<file path="config.mk">
export PLATFORM = sky130hd
export DESIGN_NAME = ball_motion_ctrl_flat
export DESIGN_NICKNAME = d
export VERILOG_FILES = /design/src/rtl/ball_motion_ctrl_if.sv /design/src/rtl/ball_motion_ctrl.sv /design/src/flat_wrapper.sv
export SDC_FILE = /design/constraint.sdc
export NUM_CORES = 1
export LEC_CHECK = 0
export ABC_AREA = 0
export CAP_MARGIN = 20
export CORE_MARGIN = 4
export CORE_UTILIZATION = 50
export CTS_BUF_LIST = sky130_fd_sc_hd__clkbuf_16
export DETAILED_ROUTE_END_ITERATION = 8
export GPL_ROUTABILITY_DRIVEN = 0
export GPL_TIMING_DRIVEN = 0
export PLACE_DENSITY = 0.85
export SLEW_MARGIN = 20
export SYNTH_ARGS = -nofsm -noshare
export SYNTH_HDL_FRONTEND = slang
export SYNTH_SLANG_ARGS = --single-unit
</file>
<file path="constraint.sdc">
create_clock -name clk -period 4 [get_ports clk]
set_input_delay 0.6 -clock clk [delete_from_list [all_inputs] [get_ports clk]]
set_output_delay 0.6 -clock clk [all_outputs]
set_load 0.02 [all_outputs]
</file>
<file path="src/rtl/ball_motion_ctrl_if.sv">
// Signal bundle between the ball motion controller and its datapath neighbours
// (collision checkers, VGA plotter). Clock and reset stay outside the bundle.
interface ball_motion_ctrl_if;
    logic       start;
    logic       frame_tick;
    logic [1:0] edge_coll;
    logic [1:0] obj_coll;
    logic       draw_ack;
    logic [9:0] ball_x;
    logic [9:0] ball_y;
    logic [6:0] xstep;
    logic [6:0] ystep;
    logic [1:0] dir;
    logic       draw_req;
    logic       ball_lost;
    logic       tick_overrun;

    modport slave (
        input  start, frame_tick, edge_coll, obj_coll, draw_ack,
        output ball_x, ball_y, xstep, ystep, dir, draw_req, ball_lost, tick_overrun
    );

    modport master (
        output start, frame_tick, edge_coll, obj_coll, draw_ack,
        input  ball_x, ball_y, xstep, ystep, dir, draw_req, ball_lost, tick_overrun
    );
endinterface

</file>
<file path="src/rtl/ball_motion_ctrl.sv">
// Per-frame ball position/direction controller: settle, evaluate bounces, move, draw.
// Optional BALL_SPEEDUP_EN: every 4 object hits raise xstep/ystep by 1 (saturating at 15).
module ball_motion_ctrl #(
    parameter int         X_START       = 320,
    parameter int         Y_START       = 240,
    parameter int         X_MAX         = 639,
    parameter int         Y_MAX         = 479,
    parameter int         STEP_INIT     = 2,
    parameter logic [1:0] DIR_INIT      = 2'b00,
    parameter int         SETTLE_CYCLES = 2
) (
    input  logic               clk,
    input  logic               reset,
    ball_motion_ctrl_if.slave  bus
);

    typedef enum logic [2:0] {
        S_IDLE, S_WAIT, S_SETTLE, S_EVAL, S_MOVE, S_DRAW
    } state_t;

    state_t     r_state, w_state_nxt;
    logic [9:0] r_x, r_y, w_x_nxt, w_y_nxt;
    logic [1:0] r_dir, w_dir_nxt;
    logic       r_req, w_req_nxt;
    logic       r_lost, w_lost_nxt;
    logic       r_ovr, w_ovr_nxt;
    logic [2:0] r_cnt, w_cnt_nxt;
    logic [6:0] w_xstep, w_ystep;

    logic       w_xhit, w_yhit, w_loss;
    logic [10:0] w_xsum, w_ysum;
    logic [9:0] w_xinc, w_xdec, w_yinc, w_ydec;

`ifdef BALL_SPEEDUP_EN
    logic [6:0] r_xstep, r_ystep, w_xstep_nxt, w_ystep_nxt;
    logic [2:0] r_bcnt, w_bcnt_nxt;
    assign w_xstep = r_xstep;
    assign w_ystep = r_ystep;
`else
    assign w_xstep = 7'(STEP_INIT);
    assign w_ystep = 7'(STEP_INIT);
`endif

    // Hit code: [1]=hit, [0]=axis (0 X, 1 Y); OR across sources so a shared axis toggles once
    assign w_xhit = (bus.edge_coll == 2'b10) || (bus.obj_coll == 2'b10);
    assign w_yhit = (bus.edge_coll == 2'b11) || (bus.obj_coll == 2'b11);
    assign w_loss = (bus.edge_coll == 2'b11) && !r_dir[1];

    assign w_xsum = {1'b0, r_x} + {4'b0, w_xstep};
    assign w_ysum = {1'b0, r_y} + {4'b0, w_ystep};
    assign w_xinc = (w_xsum > 11'(X_MAX)) ? 10'(X_MAX) : w_xsum[9:0];
    assign w_yinc = (w_ysum > 11'(Y_MAX)) ? 10'(Y_MAX) : w_ysum[9:0];
    assign w_xdec = (r_x < {3'b0, w_xstep}) ? 10'd0 : r_x - {3'b0, w_xstep};
    assign w_ydec = (r_y < {3'b0, w_ystep}) ? 10'd0 : r_y - {3'b0, w_ystep};

    always_comb begin
        w_state_nxt = r_state;
        w_x_nxt     = r_x;
        w_y_nxt     = r_y;
        w_dir_nxt   = r_dir;
        w_req_nxt   = r_req;
        w_lost_nxt  = 1'b0;
        w_ovr_nxt   = r_ovr;
        w_cnt_nxt   = r_cnt;
`ifdef BALL_SPEEDUP_EN
        w_xstep_nxt = r_xstep;
        w_ystep_nxt = r_ystep;
        w_bcnt_nxt  = r_bcnt;
`endif
        // WAIT consumes the tick; IDLE ignores it silently
        if (bus.frame_tick && r_state != S_IDLE && r_state != S_WAIT)
            w_ovr_nxt = 1'b1;

        case (r_state)
            S_IDLE: begin
                if (bus.start) w_state_nxt = S_WAIT;
            end
            S_WAIT: begin
                if (bus.frame_tick) begin
                    w_state_nxt = S_SETTLE;
                    w_cnt_nxt   = 3'd0;
                end
            end
            S_SETTLE: begin
                if (r_cnt == 3'(SETTLE_CYCLES - 1)) w_state_nxt = S_EVAL;
                else                                w_cnt_nxt   = r_cnt + 3'd1;
            end
            S_EVAL: begin
                if (w_loss) begin
                    w_lost_nxt  = 1'b1;
                    w_x_nxt     = 10'(X_START);
                    w_y_nxt     = 10'(Y_START);
                    w_dir_nxt   = DIR_INIT;
                    w_state_nxt = S_IDLE;
`ifdef BALL_SPEEDUP_EN
                    w_xstep_nxt = 7'(STEP_INIT);
                    w_ystep_nxt = 7'(STEP_INIT);
                    w_bcnt_nxt  = 3'd0;
`endif
                end else begin
                    w_dir_nxt   = r_dir ^ {w_yhit, w_xhit};
                    w_state_nxt = S_MOVE;
`ifdef BALL_SPEEDUP_EN
                    if (bus.obj_coll[1]) begin
                        if (r_bcnt == 3'd3) begin
                            w_bcnt_nxt  = 3'd0;
                            w_xstep_nxt = (r_xstep >= 7'd15) ? r_xstep : r_xstep + 7'd1;
                            w_ystep_nxt = (r_ystep >= 7'd15) ? r_ystep : r_ystep + 7'd1;
                        end else begin
                            w_bcnt_nxt  = r_bcnt + 3'd1;
                        end
                    end
`endif
                end
            end
            S_MOVE: begin
                w_x_nxt     = r_dir[0] ? w_xdec : w_xinc;
                w_y_nxt     = r_dir[1] ? w_ydec : w_yinc;
                w_req_nxt   = 1'b1;
                w_state_nxt = S_DRAW;
            end
            S_DRAW: begin
                if (bus.draw_ack) begin
                    w_req_nxt   = 1'b0;
                    w_state_nxt = S_WAIT;
                end
            end
            default: w_state_nxt = S_IDLE;
        endcase
    end

    always_ff @(posedge clk) begin
        if (reset) begin
            r_state <= S_IDLE;
            r_x     <= 10'(X_START);
            r_y     <= 10'(Y_START);
            r_dir   <= DIR_INIT;
            r_req   <= 1'b0;
            r_lost  <= 1'b0;
            r_ovr   <= 1'b0;
            r_cnt   <= 3'd0;
`ifdef BALL_SPEEDUP_EN
            r_xstep <= 7'(STEP_INIT);
            r_ystep <= 7'(STEP_INIT);
            r_bcnt  <= 3'd0;
`endif
        end else begin
            r_state <= w_state_nxt;
            r_x     <= w_x_nxt;
            r_y     <= w_y_nxt;
            r_dir   <= w_dir_nxt;
            r_req   <= w_req_nxt;
            r_lost  <= w_lost_nxt;
            r_ovr   <= w_ovr_nxt;
            r_cnt   <= w_cnt_nxt;
`ifdef BALL_SPEEDUP_EN
            r_xstep <= w_xstep_nxt;
            r_ystep <= w_ystep_nxt;
            r_bcnt  <= w_bcnt_nxt;
`endif
        end
    end

    assign bus.ball_x       = r_x;
    assign bus.ball_y       = r_y;
    assign bus.xstep        = w_xstep;
    assign bus.ystep        = w_ystep;
    assign bus.dir          = r_dir;
    assign bus.draw_req     = r_req;
    assign bus.ball_lost    = r_lost;
    assign bus.tick_overrun = r_ovr;

endmodule

</file>
<file path="src/flat_wrapper.sv">
// flat-port wrapper written by rule: the top's interface ports become plain ports
module ball_motion_ctrl_flat 
#(
    parameter int         X_START       = 320,
    parameter int         Y_START       = 240,
    parameter int         X_MAX         = 639,
    parameter int         Y_MAX         = 479,
    parameter int         STEP_INIT     = 2,
    parameter logic [1:0] DIR_INIT      = 2'b00,
    parameter int         SETTLE_CYCLES = 2
)
  (clk, reset, bus_start, bus_frame_tick, bus_edge_coll, bus_obj_coll, bus_draw_ack, bus_ball_x, bus_ball_y, bus_xstep, bus_ystep, bus_dir, bus_draw_req, bus_ball_lost, bus_tick_overrun);
  ball_motion_ctrl_if bus_i ();
  input  logic clk;
  input  logic reset;
  input wire logic [$bits(bus_i.start)-1:0] bus_start;
  input wire logic [$bits(bus_i.frame_tick)-1:0] bus_frame_tick;
  input wire logic [$bits(bus_i.edge_coll)-1:0] bus_edge_coll;
  input wire logic [$bits(bus_i.obj_coll)-1:0] bus_obj_coll;
  input wire logic [$bits(bus_i.draw_ack)-1:0] bus_draw_ack;
  output wire logic [$bits(bus_i.ball_x)-1:0] bus_ball_x;
  output wire logic [$bits(bus_i.ball_y)-1:0] bus_ball_y;
  output wire logic [$bits(bus_i.xstep)-1:0] bus_xstep;
  output wire logic [$bits(bus_i.ystep)-1:0] bus_ystep;
  output wire logic [$bits(bus_i.dir)-1:0] bus_dir;
  output wire logic [$bits(bus_i.draw_req)-1:0] bus_draw_req;
  output wire logic [$bits(bus_i.ball_lost)-1:0] bus_ball_lost;
  output wire logic [$bits(bus_i.tick_overrun)-1:0] bus_tick_overrun;
  assign bus_i.start = bus_start;
  assign bus_i.frame_tick = bus_frame_tick;
  assign bus_i.edge_coll = bus_edge_coll;
  assign bus_i.obj_coll = bus_obj_coll;
  assign bus_i.draw_ack = bus_draw_ack;
  assign bus_ball_x = bus_i.ball_x;
  assign bus_ball_y = bus_i.ball_y;
  assign bus_xstep = bus_i.xstep;
  assign bus_ystep = bus_i.ystep;
  assign bus_dir = bus_i.dir;
  assign bus_draw_req = bus_i.draw_req;
  assign bus_ball_lost = bus_i.ball_lost;
  assign bus_tick_overrun = bus_i.tick_overrun;
  ball_motion_ctrl #(.X_START(X_START), .Y_START(Y_START), .X_MAX(X_MAX), .Y_MAX(Y_MAX), .STEP_INIT(STEP_INIT), .DIR_INIT(DIR_INIT), .SETTLE_CYCLES(SETTLE_CYCLES)) u_core (.clk(clk), .reset(reset), .bus(bus_i));
endmodule
</file>
==> flow_metrics.py <==
metrics = {
    "status": {
        "status": "completed",
    },
    "detailed_routing": {
        "viasPerCell": 5.76,
        "routedWlPerCell_um": 14.1,
        "drc": 0,
        "ant_nets": 0,
        "totalWireLength_mm": 6.33,
        "vias": 2594,
        "drt_pre_antenna_iters": 7,
        "initialDrtViolationCount": 240,
    },
    "clocking": {
        "clk_latency_ns": 0.28,
        "htree_levels": 2,
        "cts.repair.resized": 0,
        "path_clk_slew_ns": 0.05,
        "cts_sinks": 31,
        "clockBufferDepth": 2,
        "ctsHoldBuffers": 0,
        "cts_tree": "built",
        "post_cts_buffers": 0,
        "cts_buffers": 5,
        "cts_root_buf": "clkbuf_16",
    },
    "synth": {
        "synth_cell_types": 61,
        "seq_area_frac_synth_pct": 25.4,
        "synth-edff-count": 0,
        "syn-cell-area_um2": 2440,
        "synthArstFlopShare_pct": 0,
        "synth_area_per_cell_um2": 7.40,
        "yosys_most_used_dff": "dfxtp_1",
        "syn_inst": 330,
        "ys_seq_elements": 31,
        "yosys_warnings": 0,
    },
    "timing": {
        "fin_crit_ns": 2.55,
        "tns_ns": 0,
        "finalWorstSetupSlack_ns": 1.45,
        "finalCritPeriodShare_pct": 63.8,
        "fin_skew_ns": 0.00708,
        "slew_headroom_pct": 55.7,
        "maxSlewViolCount": 0,
        "tightest_slew_ns": 0.662,
        "hold_viol": 0,
        "setup_viol": 0,
        "rsz0062_at_grt": "false",
        "fmax_ghz": 0.392,
    },
    "global_route": {
        "grt_use_total_pct": 21.0,
        "grt_max_degree": 11,
        "overflow": 0,
        "grt_first_pass_wirelength_mm": 10.5,
        "antenna_found_initial": 0,
        "grt_pass1_vias": 2344,
    },
    "placement": {
        "preCtsSetupSlack_ns": 1.51,
        "dp.cells": 442,
        "port_buffers": 33,
        "dpl.hpwl_mm": 4.62,
        "placed_cell_area_um2": 2900,
    },
    "pwr": {
        "peakVddDrop_mv": 0.225,
        "p_leak_nw": 1.16,
        "p_per_area_nw_per_um2": 246,
    },
    "final_layout": {
        "fin_util_pct": 64.3,
        "fin_nets": 399,
        "layout-drive-gt1-share_pct": 10.4,
        "seqCellArea_um2": 621,
        "multiInputGateArea_um2": 1630,
        "diodes": 0,
        "fin_cells": 450,
        "nFillCells": 432,
        "fin_area_um2": 3040,
        "area_delta_synth_final_pct": 24.4,
    },
    "worst_setup_path": {
        "cp_top_family": "compound AO/OA/AOI/OAI gates",
        "start_kind": "register",
        "critPathKind": "register to register",
        "arrival_ns": 2.72,
        "crit_path_top_delay_cell": "a211oi_1",
        "setup.worst_path.end_class": "register",
        "reg2reg_depth": 9,
        "cp_max_fo": 10,
        "crit_chain": "buf_2 -> inv_1 -> ha_1 -> nand2b_1 -> a41oi_1 -> nor4_2 -> a211oi_1 -> o21ai_0 -> a22o_1",
        "slowest_delay_ns": 0.52,
        "rr_endpoint": "u_core.bus.ball_y[8]",
        "path_buf_inv": 2,
        "ff2ff_setup_slack_ns": 1.45,
        "required_ns": 4.17,
        "r2r-start": "u_core.bus.ball_y[1]",
    },
    "worst_hold_path": {
        "hp-start": "u_core.bus.tick_overrun",
        "hold_end": "u_core.bus.tick_overrun",
        "hold_depth": 2,
        "hp-class": "register to register",
    },
    "floorplan": {
        "initial_core_util_pct": 51.7,
        "coreArea_um2": 4720,
        "rows": 25,
        "io_pins": 48,
        "dieWidth_um": 77.9,
        "die_h_um": 77.9,
        "dieArea_um2": 6060,
    },
    "flow_run": {
        "maxCapViolations": 0,
    },
}
registers in the layout, summed over array words and instances, names as in the netlist:
signal,count
u_core.bus.ball_lost,1
u_core.bus.ball_x,10
u_core.bus.ball_y,10
u_core.bus.dir,2
u_core.bus.draw_req,1
u_core.bus.tick_overrun,1
u_core.r_cnt,3
u_core.r_state,3
worst min-delay path: stages, from the launching register on:
cell     delay [ns]
dfxtp_1        0.31
inv_1          0.05
a21oi_1        0.05
area by class of cell:
class / instances / area share [%]
Multi-Input combinational cell: 264 / 53.6
Sequential cell: 31 / 20.4
Timing Repair Buffer: 33 / 10.9
Buffer: 33 / 6.05
Clock buffer: 5 / 4.12
Tap cell: 67 / 2.76
Inverter: 14 / 1.73
Clock inverter: 3 / 0.412
worst max-delay path by stage:
| stage | from | end | slack [ns] | depth (start not counted) |
|---|---|---|---|---|
| 5_1_grt | u_core.bus.ball_y[1] | u_core.bus.ball_y[6] | 1.22 | 9 |
| 6_report | u_core.bus.ball_y[1] | u_core.bus.ball_y[8] | 1.45 | 9 |
| 3_5_place_dp | reset | u_core.bus.ball_y[6] | 1.51 | 6 |
| 4_1_cts | u_core.bus.ball_y[1] | u_core.bus.ball_y[8] | 1.51 | 9 |
| 3_3_place_gp | u_core.bus.ball_y[1] | u_core.bus.ball_y[8] | 1.54 | 9 |
| 2_1_floorplan | u_core.bus.ball_y[1] | u_core.bus.ball_y[8] | 1.75 | 9 |
power by group:
part           switching [mW]  internal [mW]
Sequential            0.00367          0.312
Clock                   0.136          0.224
Combinational          0.0408         0.0307
synth_stat cells, types with 3 or more instances:
| cell type | count | area, µm² |
|---|---|---|
| o22ai_1 | 3 | 18.8 |
| xnor2_1 | 6 | 52.6 |
| a21o_1 | 5 | 37.5 |
| o21ai_0 | 28 | 140 |
| clkbuf_1 | 13 | 48.8 |
| nor2b_1 | 8 | 50.1 |
| dfxtp_1 | 31 | 621 |
| nand2_1 | 33 | 124 |
| o21a_1 | 3 | 22.5 |
| a41oi_1 | 3 | 26.3 |
| inv_1 | 14 | 52.6 |
| nand4_1 | 4 | 25.0 |
| ha_1 | 8 | 100 |
| buf_4 | 14 | 105 |
| buf_2 | 6 | 30.0 |
| a22oi_1 | 3 | 22.5 |
| nand3b_1 | 5 | 37.5 |
| a31oi_1 | 4 | 25.0 |
| xor2_1 | 4 | 35.0 |
| nor2_1 | 24 | 90.1 |
| a21oi_1 | 27 | 135 |
| nor3_1 | 12 | 60.1 |
| nand3_1 | 8 | 40.0 |
| nand2b_1 | 9 | 56.3 |
| a211oi_1 | 5 | 37.5 |
layout by cell type (no fill, tap or decap), types with 3 or more instances in the layout:
cell type	instances
a211oi_1	5
a21o_1	5
a21oi_1	27
a22oi_1	3
a31oi_1	4
a41oi_1	3
buf_2	6
buf_4	14
clkbuf_1	13
clkbuf_16	5
clkdlybuf4s50_1	33
conb_1	14
dfxtp_1	31
ha_1	8
inv_1	16
nand2_1	33
nand2b_1	9
nand3_1	8
nand3b_1	5
nand4_1	4
nor2_1	24
nor2b_1	8
nor3_1	12
o21a_1	3
o21ai_0	28
o22ai_1	3
xnor2_1	6
xor2_1	4
logic make-up after synthesis:
kind of cell | share of synthesized area [%]
adders and majority gates | 4.10
buffers and inverters | 9.69
AOI/OAI and AO/OA | 26.1
and+or+nand+nor | 28.8
muxes | 1.33
other | 0.308
xor gates and xnor gates | 4.25
DFF | 25.4
per-stage QoR:
| step | hold WS [ns] | power [mW] |
|---|---|---|
| after global routing | 0.500 | 0.775 |
| after CTS | 0.466 | 0.751 |
| final | 0.461 | 0.748 |
| after floorplan | 0.449 | 0.372 |
| after detailed placement | 0.456 | 0.392 |
| after global placement | 0.437 | 0.391 |
routing by layer:
metal  vias to the layer above  wire, µm  track usage, %
met3                        12       452            5.57
met5                         -         0               0
met1                      1207      2790            26.0
met2                       102      2960            33.7
met4                         0       127            9.96
li1                       1273         -               -
Power figures use the tool's default switching activity.
